===== src/rtl/loop_index_sequencer.sv =====
// Two-level (outer x inner) loop index generator with a valid/ready output.
// Each job walks inner 0..imax for every outer 0..omax and then pulses done
// for one cycle. Abort returns to idle with cleared indices and no done pulse.
module loop_index_sequencer #(
   parameter int COUNT_WIDTH = 8
) (
   input  logic                   clk_i,
   input  logic                   rst_ni,
   input  logic                   start_i,
   input  logic                   abort_i,
   input  logic [COUNT_WIDTH-1:0] inner_max_i,
   input  logic [COUNT_WIDTH-1:0] outer_max_i,
   output logic                   idx_valid_o,
   input  logic                   idx_ready_i,
   output logic [COUNT_WIDTH-1:0] inner_idx_o,
   output logic [COUNT_WIDTH-1:0] outer_idx_o,
   output logic                   inner_last_o,
   output logic                   last_o,
   output logic                   busy_o,
   output logic                   done_o
);

   typedef enum logic [1:0] {S_IDLE, S_RUN, S_FINISH} state_e;

   state_e                 state_q, state_d;
   logic [COUNT_WIDTH-1:0] imax_q, imax_d;
   logic [COUNT_WIDTH-1:0] omax_q, omax_d;
   logic [COUNT_WIDTH-1:0] inner_q, inner_d;
   logic [COUNT_WIDTH-1:0] outer_q, outer_d;

   logic at_ilast, at_last, hs;

   // Compare against the latched bounds, never the live inputs.
   assign at_ilast = (inner_q == imax_q);
   assign at_last  = at_ilast && (outer_q == omax_q);
   assign hs       = (state_q == S_RUN) && idx_ready_i;

   // State, latched bounds and index registers.
   always_ff @(posedge clk_i or negedge rst_ni) begin
      if (!rst_ni) begin
         state_q <= S_IDLE;
         imax_q  <= '0;
         omax_q  <= '0;
         inner_q <= '0;
         outer_q <= '0;
      end else begin
         state_q <= state_d;
         imax_q  <= imax_d;
         omax_q  <= omax_d;
         inner_q <= inner_d;
         outer_q <= outer_d;
      end
   end

   // Next-state and index stepping; abort outranks start and handshake.
   always_comb begin
      state_d = state_q;
      imax_d  = imax_q;
      omax_d  = omax_q;
      inner_d = inner_q;
      outer_d = outer_q;
      if (abort_i && (state_q != S_IDLE)) begin
         state_d = S_IDLE;
         inner_d = '0;
         outer_d = '0;
      end else begin
         case (state_q)
            S_IDLE: begin
               if (start_i) begin
                  imax_d  = inner_max_i;
                  omax_d  = outer_max_i;
                  inner_d = '0;
                  outer_d = '0;
                  state_d = S_RUN;
               end
            end
            S_RUN: begin
               if (hs) begin
                  // The final pair leaves indices parked at (imax, omax),
                  // so nothing ever steps past its bound.
                  if (at_last) begin
                     state_d = S_FINISH;
                  end else if (!at_ilast) begin
                     inner_d = inner_q + COUNT_WIDTH'(1);
                  end else begin
                     inner_d = '0;
                     outer_d = outer_q + COUNT_WIDTH'(1);
                  end
               end
            end
            S_FINISH: state_d = S_IDLE;
            default:  state_d = S_IDLE;
         endcase
      end
   end

   assign idx_valid_o  = (state_q == S_RUN);
   assign inner_idx_o  = inner_q;
   assign outer_idx_o  = outer_q;
   assign inner_last_o = idx_valid_o && at_ilast;
   assign last_o       = idx_valid_o && at_last;
   assign busy_o       = (state_q != S_IDLE);
   assign done_o       = (state_q == S_FINISH);

endmodule


===== config.mk =====
export PLATFORM = sky130hd
export DESIGN_NAME = loop_index_sequencer
export DESIGN_NICKNAME = d
export VERILOG_FILES = /design/src/rtl/loop_index_sequencer.sv
export SDC_FILE = /design/constraint.sdc
export NUM_CORES = 1
export LEC_CHECK = 0
export BUFFER_PORTS_ARGS = -buffer_cell sky130_fd_sc_hd__buf_2
export CAP_MARGIN = 10
export CELL_PAD_IN_SITES_DETAIL_PLACEMENT = 1
export CELL_PAD_IN_SITES_GLOBAL_PLACEMENT = 1
export CORE_MARGIN = 4
export CORE_UTILIZATION = 40
export CTS_BUF_LIST = sky130_fd_sc_hd__clkbuf_4
export CTS_CLUSTER_DIAMETER = 200
export DETAILED_ROUTE_END_ITERATION = 8
export PLACE_DENSITY_LB_ADDON = 0.15
export SYNTH_ARGS = -nofsm -noshare
export SYNTH_HDL_FRONTEND = slang
export SYNTH_SLANG_ARGS = --single-unit

===== constraint.sdc =====
create_clock -name clk_i -period 3.7 [get_ports clk_i]
set_input_delay 0.74 -clock clk_i [delete_from_list [all_inputs] [get_ports clk_i]]
set_output_delay 0.74 -clock clk_i [all_outputs]
set_load 0.02 [all_outputs]

## After elaboration in Yosys (flattened, before gate mapping)

Cells that the tools add are included.

| word-level totals | value |
|---|---|
| bits in registers | 34 |
| output and inout port bits | 21 |
| logic and storage cells | 45 |
| bits in latches | 0 |
| memories kept | 0 |
| bits in writable memories | 0 |
| bits in read-only memories | 0 |

| operators by class | value |
|---|---|
| equality and inequality tests | 9 |
| shift operators | 0 |
| multiplexer cells | 16 |
| multipliers | 0 |
| divide/modulo/power cells | 0 |
| order comparisons | 0 |
| $add $sub $neg | 2 |
| reduce and logical (&&, ||, !) cells | 12 |
| bitwise logic cells | 1 |

Operator list:

| operator | number |
|---|---|
| $mux W8 | 9 |
| $pmux W8 S2 | 2 |
| $add A8 B1 Y8 const B | 2 |
| $eq A8 B8 Y1 | 2 |
| $ne A3 B1 Y1 const B | 3 |
| $mux W2 | 4 |
| $reduce_and A3 Y1 | 2 |
| $logic_and A1 B1 Y1 | 5 |
| $reduce_and A5 Y1 | 1 |
| $pmux W2 S2 | 1 |
| $reduce_and A4 Y1 | 1 |
| $ne A3 B2 Y1 const B | 1 |
| $ne A3 B3 Y1 const B | 1 |
| $reduce_bool A3 Y1 | 1 |
| $eq A2 B1 Y1 const B | 1 |
| $eq A2 B2 Y1 const B | 1 |
| $logic_not A2 Y1 | 1 |
| $reduce_bool A2 Y1 | 1 |
| $not A1 Y1 | 1 |

## Logic depth before layout (Yosys ltp)

Gate-level depths: netlist of the first run.

| logic depth | value |
|---|---|
| depth after elaboration | 6 |
| mapped depth | 7 |

## Worst setup path after synthesis of the first run

OpenSTA, ideal clock, no wires.

| timing | value |
|---|---|
| kind | register -> output |
| from | register inner_q[4], in the netlist inner_idx_o[4] |
| to | output port last_o |
| setup slack | 1335 ps |
| arrival | 1625 ps |
| stages on the path, launching flop included | 7 |
| required time | 2960 ps |
| buffers on the path | 2 |
| cells stage by stage | dfrtp_1 -> buf_2 -> xnor2_2 -> nand4_1 -> nor4_2 -> buf_4 -> and2_1 |

| on the way | value |
|---|---|
| cells in the longest elaborated chain, start to end | 3 |

Ends and longest elaborated chain:

| what | RTL line | text |
|---|---|---|
| start: declaration | 28 | `logic [COUNT_WIDTH-1:0] inner_q, inner_d;` |
| start signal: assignment | 50 | `inner_q <= inner_d;` |
| $eq A8 B8 Y1 | 34 | `assign at_ilast = (inner_q == imax_q);` |
| $logic_and A1 B1 Y1 | 35 | `assign at_last = at_ilast && (outer_q == omax_q);` |
| $logic_and A1 B1 Y1 | 101 | `assign last_o = idx_valid_o && at_last;` |
| end: declaration | 18 | `output logic last_o,` |

No other way between the ends.

## Worst setup path in the final report of the first run

| timing | value |
|---|---|
| from | register inner_q[3], in the netlist inner_idx_o[3] |
| to | output port last_o |

Same word-level chain as after synthesis.

==> impl.org, run 1 <==
** Outcome
- Status :: complete, no violations

** Setup path
- Max incr delay on CP :: approximately 530 ps
- Worst endpoint data arrival time :: between 2000 and 2500 ps
- Worst R2R Path Depth :: 3
- Maximum net fanout on the critical path :: 11
- Critical-path top delay cell :: dfrtp_1
- R2r setup slk :: 1740 ps
- The critical path goes through xnor2_4 -> nand4_1 -> nor4_2 -> buf_4 -> and2_1 -> buf_2.
- The endpoint identified for the worst register-to-register timing path is imax_q[7].
- At the worst endpoint, the required time is 2960 ps.
- Crit path depth :: 6
- The kind of cell with the highest combined delay along the critical path is simple AND/OR/NAND/NOR gates.
- Startpoint of the most critical register-to-register path :: state_q[1]
- The number of buffers and inverters on the critical path is 2.
- Crit path kind :: reg -> out
- Launching element type of the critical path :: flop
- CP endpoint kind :: output pin

** STA
- Peak Freq :: 354 MHz
- For the final routed database, the setup TNS stands at 0 ps.
- The worst pin sits at a relative slew slack of 46.9%.
- Setup repair after global routing left no endpoint under its margin.
- The worst path uses 76.4% of the clock period.
- Setup violations remaining at the end of the flow were counted as 0.
- The max-slew violation count came to 0.
- Final-report hold violation count :: 0
- Final hold slack :: 453 ps
- Post-layout minimum cycle time :: 2830 ps
- At the pin with the least slew margin, the transition time is 795 ps.
- Clock skew on the completed layout was measured at 10.9 ps.

** Power and ir drop
- Max IR drop VDD :: approximately 0.21 mV
- Total power density per cell area :: 402 nW/µm²
- Switching Fraction :: between 30% and 40%
- Clock group share of total power :: 22.8%
- The internal power of the cells totals ~600 µW.
- Pleak :: 0.993 nW
- Share of power burned in combinational logic :: 25.2%
- Sequential fraction of design power :: a little over half
- The analysis attributes to net switching a power of 311 µW.

** Logic synthesis
- Yosys attributes the largest share of cell area to dfrtp_1, mux2_2, xnor2_1, nand2_1, a21oi_1.
- Dominant register cell in the synthesized netlist :: dfrtp_1
- For this run, asynchronously set or reset flops after synthesis account for 100%.
- Yosys instantiated no cell more often than dfrtp_1.
- Post-Syn Nets :: 208
- Mapped Area :: 1980 µm²
- After synthesis, the largest area contributor takes up 43.1% of total cell area.
- Flip-flop and latch count after synthesis :: 34
- During synthesis, Yosys emitted a total of 0 warnings.
- Library cell with the largest summed area after synthesis :: dfrtp_1
- In the synthesized netlist, the number of instances is 185.
- Averaged over all synthesized cells, the footprint is 10.7 µm².
- In this run, distinct cell masters in the synthesized netlist total 48.
- The commonest cells after synthesis are dfrtp_1, nand2_1, mux2_2.
- Sequential area share after synthesis :: ~43%
- Number of enable flip-flop cells after synthesis :: 0

** Route
- Via count :: 1627
- Initial DRT Pass Iterations :: 4
- For this block, the initial DRC count from the detailed router was 61.
- Dividing the detail-routed wire length by the instance count gives ~18 µm.
- For this block, the routed nets add up to 5180 µm of wire.
- In this run the remaining antenna-violating nets after routing total 0.
- Using the TritonRoute via totals, the vias-per-cell ratio works out to 5.52.
- For this run, design rule violations remaining after detail routing come to 0.

** Clocking
- CTS HTree Levels :: 2
- The tree is rooted in a clkbuf_4.
- # hold bufs at CTS :: 0
- Post-CTS timing repair inserted 0 buffers for setup.
- Cells resized by post-CTS repair :: 0
- Counting every sink on the clock net gives 34.
- Counting along the longest clock path gives a buffer depth of 2.
- In this run, CTS created clock tree buffers numbering 5.
- Clock slew at the register clock pins of the worst setup and hold paths :: 120 ps
- Clock tree from TritonCTS :: done
- For the worst-skew pair, the clock arrives at the later sink with an insertion delay of ~340 ps.

** Global routing
- Global routing finished with a remaining overflow of 0.
- The number of global-route vias before repair came to 1734.
- Global routing used 18.7% of the available tracks.
- Number of antenna violations at the first check in global routing :: 0
- Global-route wire length before repair :: roughly 8900 µm
- Entering global routing, the biggest net connects 35 pins.

** Layout
- Final Instance Area :: 2280 µm²
- Of the cells placed in the final design, the portion with a size suffix greater than 1 is 35.5%.
- Synthesis-to-layout area growth :: 15.2%
- The repair_antennas step left the layout with diodes totalling 0.
- After the last flow step, the layout net total stands at 250.

** Placement
- Global placement routability congestion :: 0.827
- Input/output buffers :: 41
- In this run the cell area measured after placement is about 2200 µm².
- Once detailed placement completed, the half-perimeter wirelength came to 3890 µm.

** Floorplan
- After floorplanning, the core was divided into 25 placement rows.
- Core area :: about 4800 µm²
- Die Wd :: 78.3 µm
- The initial utilization of the core area, before any placement, comes to 41.6%.
- I/O Pins :: 42
- The floorplan step defined a die boundary enclosing 6130 µm².
- The die is 78.3 µm tall.

** Run
- Max-cap violations in this run came to 0.

** Min path
- In this run the worst hold path is classified as in -> async.
[worst register-to-register path: stages (launching register included)]
cell     delay, ps
dfrtp_1        470
or2_2          340
nor2_2         620
mux2_2         410
[cells by family after synthesis]
| logic type | after synthesis | share of synthesized area [%] |
|---|---|---|
| and+or+nand+nor | 61 | 17.7 |
| AOI/OAI and AO/OA | 41 | 15.1 |
| DFF | 34 | 43.1 |
| muxes | 17 | 9.63 |
| xor gates and xnor gates | 16 | 9.18 |
| buffers and inverters | 14 | 4.05 |
| adders and majority gates | 2 | 1.27 |
[cell type report]
cell class | instances | area (µm²)
clock buffer | 5 | 37.5
clock inverter | 3 | 16.3
fill | 557 | 2480
inverter | 6 | 22.5
multi-input combinational | 137 | 1040
sequential | 34 | 851
tap | 67 | 83.8
timing repair buffer | 43 | 220
[power by group through the flow]
stage                     Clock (mW)  Sequential [mW]  Combinational, mW
final                          0.208            0.476              0.231
after global routing           0.235            0.485              0.254
after CTS                      0.216            0.478              0.233
after detailed placement           0            0.486              0.232
after global placement             0            0.484              0.225
after floorplan                    0            0.477              0.165
[state kept, by name, indices dropped and copies added (netlist names)]
register     count
imax_q           8
inner_idx_o      8
omax_q           8
outer_idx_o      8
state_q          2
[worst max-delay path by stage]
stage	from	end
2_1_floorplan	inner_idx_o[4]	last_o
3_3_place_gp	inner_idx_o[3]	last_o
3_5_place_dp	inner_idx_o[3]	last_o
4_1_cts	inner_idx_o[3]	last_o
5_1_grt	inner_idx_o[3]	last_o
6_report	inner_idx_o[3]	last_o
[cells in the final DEF, fill, tap and decap left out, drive strengths merged, types with 3 or more instances in the layout]
| master | instances |
|---|---|
| nor2b | 3 |
| mux2 | 16 |
| o21ai | 7 |
| or2 | 4 |
| dfrtp | 34 |
| buf | 43 |
| nor3 | 5 |
| nand2 | 18 |
| nand4 | 5 |
| clkbuf | 5 |
| a22oi | 5 |
| xnor2 | 16 |
| and3 | 4 |
| and2 | 4 |
| a21oi | 10 |
| nand3 | 7 |
| inv | 6 |
[routing by layer]
metal / global-route usage, % / routed length [µm] / vias up
li1: - / - / 768
met2: 30.2 / 2430 / 58
met1: 24.6 / 2400 / 796
met5: 0 / 0 / -
met4: 5.77 / 42 / 0
met3: 4.93 / 301 / 5
[metrics by stage]
stage	total power, mW	setup WS [ps]	instances	util [%]
3_5_place_dp	0.718	1250	287	46.7
2_1_floorplan	0.642	1330	185	-
3_3_place_gp	0.709	1350	287	46.7
5_1_grt	0.973	710	295	47.9
4_1_cts	0.927	846	295	47.9
6_report	0.915	875	295	47.9
No activity file was read; power rests on OpenSTA's default activity.
==> inputs of run 2 (changes only) <==
--- a/config.mk
+++ b/config.mk
@@ -5,12 +5,13 @@
 export SDC_FILE = /design/constraint.sdc
 export NUM_CORES = 1
 export LEC_CHECK = 0
+export ABC_AREA = 1
 export BUFFER_PORTS_ARGS = -buffer_cell sky130_fd_sc_hd__buf_2
 export CAP_MARGIN = 10
 export CELL_PAD_IN_SITES_DETAIL_PLACEMENT = 1
 export CELL_PAD_IN_SITES_GLOBAL_PLACEMENT = 1
 export CORE_MARGIN = 4
-export CORE_UTILIZATION = 40
+export CORE_UTILIZATION = 38
 export CTS_BUF_LIST = sky130_fd_sc_hd__clkbuf_4
 export CTS_CLUSTER_DIAMETER = 200
 export DETAILED_ROUTE_END_ITERATION = 8
==> constraint.sdc (replaced) <==
create_clock -name clk_i -period 2.5 [get_ports clk_i]
set_input_delay 0.5 -clock clk_i [delete_from_list [all_inputs] [get_ports clk_i]]
set_output_delay 0.5 -clock clk_i [all_outputs]
set_load 0.02 [all_outputs]
==> run 2 against run 1 <==
  * Cell count up 18%
  * Sequential power up 82%
  * Synthesized cell count up 26%
  * Critical path depth up 2
  * Combinational power rose to 4.0 times the previous value
  * Sequential cell count unchanged
  * Worst hold slack worse by 220 ps
  * Sequential share of layout area down 0.57 points
  * First-iteration DRC count up 8.2%
  * Power up 130%
  * Via count up 4.8%
  * Worst setup slack worse by 670 ps
  * Largest cell class unchanged
  * Highest routed layer unchanged
==> impl.org, run 2 <==
** Clocking
- The tree is rooted in a clkbuf_4.
- Clock slew at the register clock pins of the worst setup and hold paths :: approximately 110 ps
- CTS HTree Levels :: 2
- The clock passes through at most 2 buffers.
- TritonCTS built the clock tree.
- Clock tree synthesis found a total of 34 sinks.
- Number of buffers inserted during clock tree synthesis :: 5
- Clock latency on the worst-skew pair, taken at its later pin, is 330 ps.
- Post-CTS timing repair inserted 0 buffers for setup.

** Power and ir drop
- In this run the power density over the cells is 898 nW/µm².
- The analysis attributes to cell leakage a power of 1.16 nW.
- Across the VDD grid, the largest voltage drop is 0.395 mV.

** Route
- Remaining routing DRC violations :: 0
- Detailed routing placed a total of 153 µm of wire on met3.
- Wirelength per Cell :: 14.0 µm
- For this run, the detailed router's first-pass iteration total came to 5.
- Routed via count divided by cell count :: ~5
- The detailed router used layers up to and including met4.
- Post-route antenna net violation count :: 0
- After detailed routing, the met2 layer carries about 2400 µm of wire.
- M1 WL :: 2300 µm
- Via count :: 1705
- The routed design has 4880 µm of wire.
- Initial DRC count :: 66

** Logic synthesis
- Cells taking the most area after synthesis :: dfrtp_1, nand2_1, mux2_2, nor2_1, xor2_1
- Of the total synthesized cell area, the portion taken by XOR and XNOR cells is 7.48%.
- Post-synth top cells :: nand2_1, dfrtp_1, nor2_1
- For this run, the leading register cell type out of synthesis is dfrtp_1.
- After synthesis, the largest family of logic cells by area is simple AND/OR/NAND/NOR gates.
- Mux share of post-synthesis cell area :: slightly above 6%
- The number of different library cells used by synthesis comes to 27.
- The mapped netlist covers ~2000 µm².
- Post-Syn Nets :: 256
- Most used standard cell by instance count after synthesis :: nand2_1
- Share of async-settable or async-resettable flops after synthesis :: between 90% and 100%
- Flip-flop and latch count after synthesis :: 34
- Synth Area in Simple Gates :: 28.7%
- Of the total synthesized cell area, the portion taken by full adders, half adders and majority gates is under 10%.
- Synthesis produced a netlist whose cell count is ~230.
- Share of the synthesized area in compound gates (AO/OA/AOI/OAI) :: 7.73%
- Sequential area share after synthesis :: 42.7%
- The largest total area in the synthesized netlist belongs to dfrtp_1.
- The share of synthesized area in the top cell type comes to 42.7%.
- Warnings, synthesis :: 0
- Mapped Avg Cell Area :: 8.54 µm²
- Number of enable flip-flop cells after synthesis :: 0

** Floorplan
- The floorplan step defined a die boundary enclosing roughly 6500 µm².
- In this run the vertical extent of the chip is 80.4 µm.
- The total area inside the core boundary comes to 5110 µm².
- In this run the count of I/O pins placed on the die edge is 42.
- Die Wd :: about 80 µm
- After floorplanning, the core was divided into 26 placement rows.
- Effective utilization at floorplan :: a little under 40%

** Setup path
- Data required time of the critical path :: 2000 ps
- STA classifies the critical path endpoint as an output pin.
- Crit path kind :: reg -> out
- R2r setup slk :: 630 ps
- The worst setup path is launched from a flop.
- Worst endpoint data arrival time :: between 1500 and 2000 ps
- In this run the worst path has a maximum fanout of 8.

** Global routing
- The number of antenna violations at the first check in global routing is 0.
- For this run, the total global-route usage over all layers was measured as roughly 17%.
- Number of global-route vias before repair :: 1815
- The first global-routing pass estimated 8390 µm of wire.
- Entering global routing, the biggest net connects 35 pins.
- Congestion Overflow GR :: 0

** Layout
- Fill count :: 665
- The post-route netlist has 30.5% of its cells at a drive strength greater than 1.
- Number of nets in the layout :: 301
- Leaving out fill and tap cells, the most frequent cells in the layout are nand2_1, buf_2, dfrtp_1.
- Relative to the synthesized area, the layout overhead comes to 16.3%.
- The number of antenna diodes in the final layout is 0.
- The library cell used most frequently in the layout, excluding fill and tap cells, is nand2_1.

** STA
- Clock Skews :: between 3 and 4 ps
- For the pin with the worst max-slew slack, the measured transition is 781 ps.
- The smallest clock period supported by the final layout is computed as 2300 ps.
- Final-report hold violation count :: 0
- Number of pins exceeding their max-slew limit in the final report :: 0
- Setup repair after global routing left no endpoint under its margin.
- Peak Freq :: between 400 and 500 MHz
- Worst rel slew slack :: 47.9%
- After routing, the total negative slack on setup checks comes to 0 ps.
- Count of endpoints failing setup in the final report :: 0
- The worst path meets setup with 203 ps of slack.
- After layout, the worst path uses 91.9% of the clock period.

** Placement
- Worst slack at placement :: between 500 and 600 ps
- In this run the tool buffered the top-level ports with between 40 and 50 buffer cells.
- Total half-perimeter wirelength after legalization and detailed placement :: 3790 µm
- Global placement routability congestion :: ~0.76

** Min path
- The tightest min-delay check is of the in -> async type.

** Run
- The tool flagged a number of max-cap violations equal to 0.

** Outcome
- Status :: complete, no violations
run 2: changes by cell type in the layout (fill, tap and decap cells not counted), sizes merged, moves of 5 or more:
cell,previous run,this run
xor2,0,9
xnor2,16,8
nor2,2,29
mux2,16,11
nand3,7,15
nand4,5,11
nand2,18,60
inv,6,21
a22oi,5,0
run 2: cell type report:
cell class / instances / area, µm² / area share [%]
Multi-Input combinational cell: 173 / 1020 / 44.2
Timing Repair Buffer: 43 / 220 / 9.51
Inverter: 21 / 78.8 / 3.41
Sequential cell: 34 / 852 / 36.8
Clock buffer: 5 / 37.5 / 1.62
Clock inverter: 3 / 16.3 / 0.703
Tap cell: 70 / 87.6 / 3.78
run 2: what timing repair did:
action	4_1_cts	5_1_grt
resized for setup	0	1
endpoints found under the setup margin	0	1
hold buffers	0	0
run 2: where the power goes:
part | total [mW] | switching [mW] | leakage (nW) | internal (mW)
registers | 0.865 | 0.146 | 0.428 | 0.719
logic | 0.915 | 0.562 | 0.705 | 0.353
clock network | 0.299 | 0.194 | 0.0286 | 0.105
total | 2.08 | 0.902 | 1.16 | 1.18
run 2: worst max-delay path, stage by stage (launching register included):
cell	delay, ps
dfrtp_1	470
inv_2	80
nand2_1	50
nand2_1	60
nand2_1	80
nor2_4	170
nand2_4	130
nor4_1	210
buf_2	220
run 2: metal layers:
layer | up-vias | global-route usage [%]
met2 | 30 | 28.9
li1 | 848 | -
met4 | 0 | 4.05
met5 | - | 0
met3 | 2 | 3.59
met1 | 825 | 21.4
run 2: cells by family (layout without fill, tap and decap cells):
group                      after synthesis  after routing
and+or+nand+nor                        118            118
DFF                                     34             34
buffers and inverters                   26             72
AOI/OAI and AO/OA                       25             25
xor gates and xnor gates                17             17
muxes                                   11             11
adders and majority gates                2              2
run 2: final timing paths:
check	startpoint	endpoint	cells after the start
min reg2reg	omax_q[5]	omax_q[5]	1
min	rst_ni	omax_q[1]	1
max in group asynchronous	rst_ni	inner_idx_o[4]	1
min in group clk_i	outer_max_i[6]	omax_q[6]	2
max reg2reg	state_q[1]	outer_idx_o[4]	10
max	inner_idx_o[0]	last_o	8
run 2: metrics by stage:
stage	utilization [%]	power [mW]	hold WS (ps)	cell area [µm²]	cells
floorplan	-	1.59	204	1990	233
global placement	44.2	1.79	511	2260	341
detailed placement	44.2	1.82	519	2260	341
CTS	45.3	2.12	262	2310	349
global route	45.3	2.27	280	2310	349
finish	45.3	2.08	231	2310	349
==> inputs of run 3 (changes only) <==
--- a/config.mk
+++ b/config.mk
@@ -16,6 +16,7 @@
 export CTS_CLUSTER_DIAMETER = 200
 export DETAILED_ROUTE_END_ITERATION = 8
 export PLACE_DENSITY_LB_ADDON = 0.15
+export SETUP_SLACK_MARGIN = 0.1
 export SYNTH_ARGS = -nofsm -noshare
 export SYNTH_HDL_FRONTEND = slang
 export SYNTH_SLANG_ARGS = --single-unit
==> constraint.sdc (replaced) <==
create_clock -name clk_i -period 2.5 [get_ports clk_i]
set_input_delay 0.5 -clock clk_i [delete_from_list [all_inputs] [get_ports clk_i]]
set_output_delay 0.5 -clock clk_i [all_outputs]
set_load 0.01 [all_outputs]
==> run 3 against run 2 <==
  * Critical path depth unchanged
  * Global-route usage grew 0.063 points
  * Register-to-register slack got worse by 20 ps
  * Worst setup slack better by 76 ps
  * First-iteration DRC count shrank 21%
  * Sequential share of layout area shrank 0.065 points
  * Cell count stayed put
  * Power shrank 1.2%
  * Critical path type unchanged
  * Critical endpoint unchanged
  * Largest cell class unchanged
==> impl.org, run 3 (synthesis results as in run 2) <==
** Outcome
- Status :: complete, no violations

** STA
- Measured against its own limit, the worst slew margin works out to between 40% and 50%.
- Setup violations remaining at the end of the flow were counted as 0.
- Number of pins exceeding their max-slew limit in the final report :: 0
- Static timing analysis puts the maximum clock frequency at 450 MHz.
- Post-route fraction of the period consumed by the critical path :: 88.8%
- RSZ-0062 raised after global routing :: no
- Clock Skews :: 4.93 ps
- Post-layout minimum cycle time :: 2220 ps
- Summed over all failing endpoints, the final setup total negative slack is 0 ps.
- For the pin with the worst max-slew slack, the measured transition is around 780 ps.
- The number of endpoints with negative hold slack in the final report was 0.

** Global routing
- The number of antenna violations at the first check in global routing came to 0.
- Global routing used 16.9% of the available tracks.
- Number of global-route vias before repair :: 1734
- Congestion Overflow GR :: 0
- GRT met3 Usage :: 4.04%
- The first global-routing pass estimated approximately 8400 µm of wire.
- The global routing stage identified its most utilized layer as met2.
- Met2 track utilization from global routing :: 28.2%
- For met1 alone, demand over resource in global routing was 21.7%.
- Largest net degree at the start of global routing :: 35

** Power and ir drop
- VDD sags by at most 0.419 mV.
- Summed over all cells, the static leakage comes to 1.16 nW.
- Dividing total power by cell area gives a power density of 884 nW/µm².

** Setup path
- Critical Path Most Common Cell :: nand2_1
- The critical path contains buffers and inverters numbering 2 combined.
- Cell family with the largest share of critical-path delay :: simple AND/OR/NAND/NOR gates
- Worst endpoint data arrival time :: 1720 ps
- The worst setup path is of the reg -> out kind.
- The worst setup path is captured at an output pin.
- The worst setup path is launched from a flop.
- Critical-path top delay cell :: dfrtp_1
- STA puts the critical path data required time at ~2000 ps.
- Max incr delay on CP :: 470 ps
- Cells along the critical path :: inv_2 -> nand2_1 -> nand2_1 -> nand2_1 -> nor2_4 -> nand2_4 -> nor4_2 -> buf_2
- Maximum net fanout on the critical path :: 8

** Route
- Detailed routing inserted a total of between 1500 and 2000 vias.
- Remaining routing DRC violations :: 0
- Routed via count divided by cell count :: 4.85
- In this run, the number of DRC markers left after iteration 0 of detailed routing was 52.
- After detailed routing, the total wire length is just under 5000 µm.
- Post-route antenna net violation count :: 0
- Dividing the detail-routed wire length by the instance count gives 14.1 µm.
- The first detailed-routing pass ran for 4 iterations.

** Placement
- Global placement routability congestion :: 0.758
- The wire-length estimate of the detail-placed layout is ~3800 µm.
- Input/output buffers :: between 40 and 50

** Layout
- After the last flow step, the layout net total stands at 301.
- Of the cells placed in the final design, the portion with a size suffix greater than 1 is 31.2%.
- Commonest cells after routing, fill and taps aside :: nand2_1, buf_2, dfrtp_1
- Cells fill 45.5% of the core in the end.
- Antenna fix cells :: 0
- Most frequent standard cell in the layout excluding fill and tap cells :: nand2_1
- Compared with the post-synthesis result, the final layout area differs by 16.7%.

** Min path
- Min-Delay Path Class :: in -> async

** Floorplan
- Measured along the x axis, the die boundary spans 80.4 µm.
- The die covers 6460 µm².
- I/O Pins :: 42
- The initial utilization of the core area, before any placement, comes to between 30% and 40%.
- Core area :: 5110 µm²
- The floorplan has 26 rows.
- Overall die height :: 80.4 µm

** Clocking
- In this run, post-CTS hold repair placed 0 buffers.
- Maximum number of buffers from clock root to sink :: 2
- The clock drives 34 sinks.
- Clock tree synthesis inserted a total of 5 buffers.
- Cells resized by post-CTS repair :: 0
- Clk Tree Root Cell :: clkbuf_4
- Clock insertion delay at the later pin of the skew report :: 330 ps
- After clock tree synthesis, the clock-pin slew on the worst setup and hold paths is 110 ps.
- Buffers inserted during post-CTS setup optimization :: 0
- TritonCTS built the clock tree.
- CTS HTree Levels :: 2

** Run
- The tool flagged a number of max-cap violations equal to 0.
[run 3: power breakdown]
group | leakage (nW) | total (mW) | internal [mW] | switching (mW)
clock | 0.0331 | 0.303 | 0.117 | 0.186
sequential | 0.426 | 0.866 | 0.720 | 0.146
combinational | 0.705 | 0.885 | 0.353 | 0.532
total | 1.16 | 2.05 | 1.19 | 0.864
[run 3: path summary, 6_finish.rpt]
kind	endpoint	startpoint	slack [ps]	depth (start not counted)
hold / removal	omax_q[0]	rst_ni	240	1
setup reg to reg	outer_idx_o[4]	state_q[1]	610	10
max in group asynchronous	inner_idx_o[4]	rst_ni	1720	1
setup / recovery	last_o	inner_idx_o[0]	280	8
hold reg to reg	omax_q[5]	omax_q[5]	530	1
min in group clk_i	omax_q[0]	outer_max_i[0]	390	2
[run 3: layout make-up]
type	instances	area [µm²]
fill	670	2790
multi-input combinational	173	1030
sequential	34	853
timing repair buffer	43	220
tap	70	87.6
inverter	21	78.8
clock buffer	6	45.0
clock inverter	2	8.76
[run 3: metal layers]
metal  vias up  routed length, µm
met5         -                  0
met4         0                 41
met3         4                160
met2        27               2420
met1       815               2310
li1        848                  -
[run 3: worst register-to-register path, delay by kind of cell, from the launching register on]
family,cells,cell delay [ps]
compound gates,1,400
buf+inv,2,160
simple gates,7,840
flops,1,390
[run 3: per-stage QoR]
| step | instance area (µm²) | worst slack, ps | hold slack [ps] | total power, mW | instances |
|---|---|---|---|---|---|
| after floorplan | 1990 | 670 | 204 | 1.55 | 233 |
| after CTS | 2310 | 139 | 249 | 2.09 | 349 |
| final | 2320 | 279 | 237 | 2.05 | 349 |
| after global placement | 2260 | 543 | 511 | 1.75 | 341 |
| after global routing | 2320 | 136 | 270 | 2.24 | 349 |
| after detailed placement | 2260 | 546 | 519 | 1.77 | 341 |
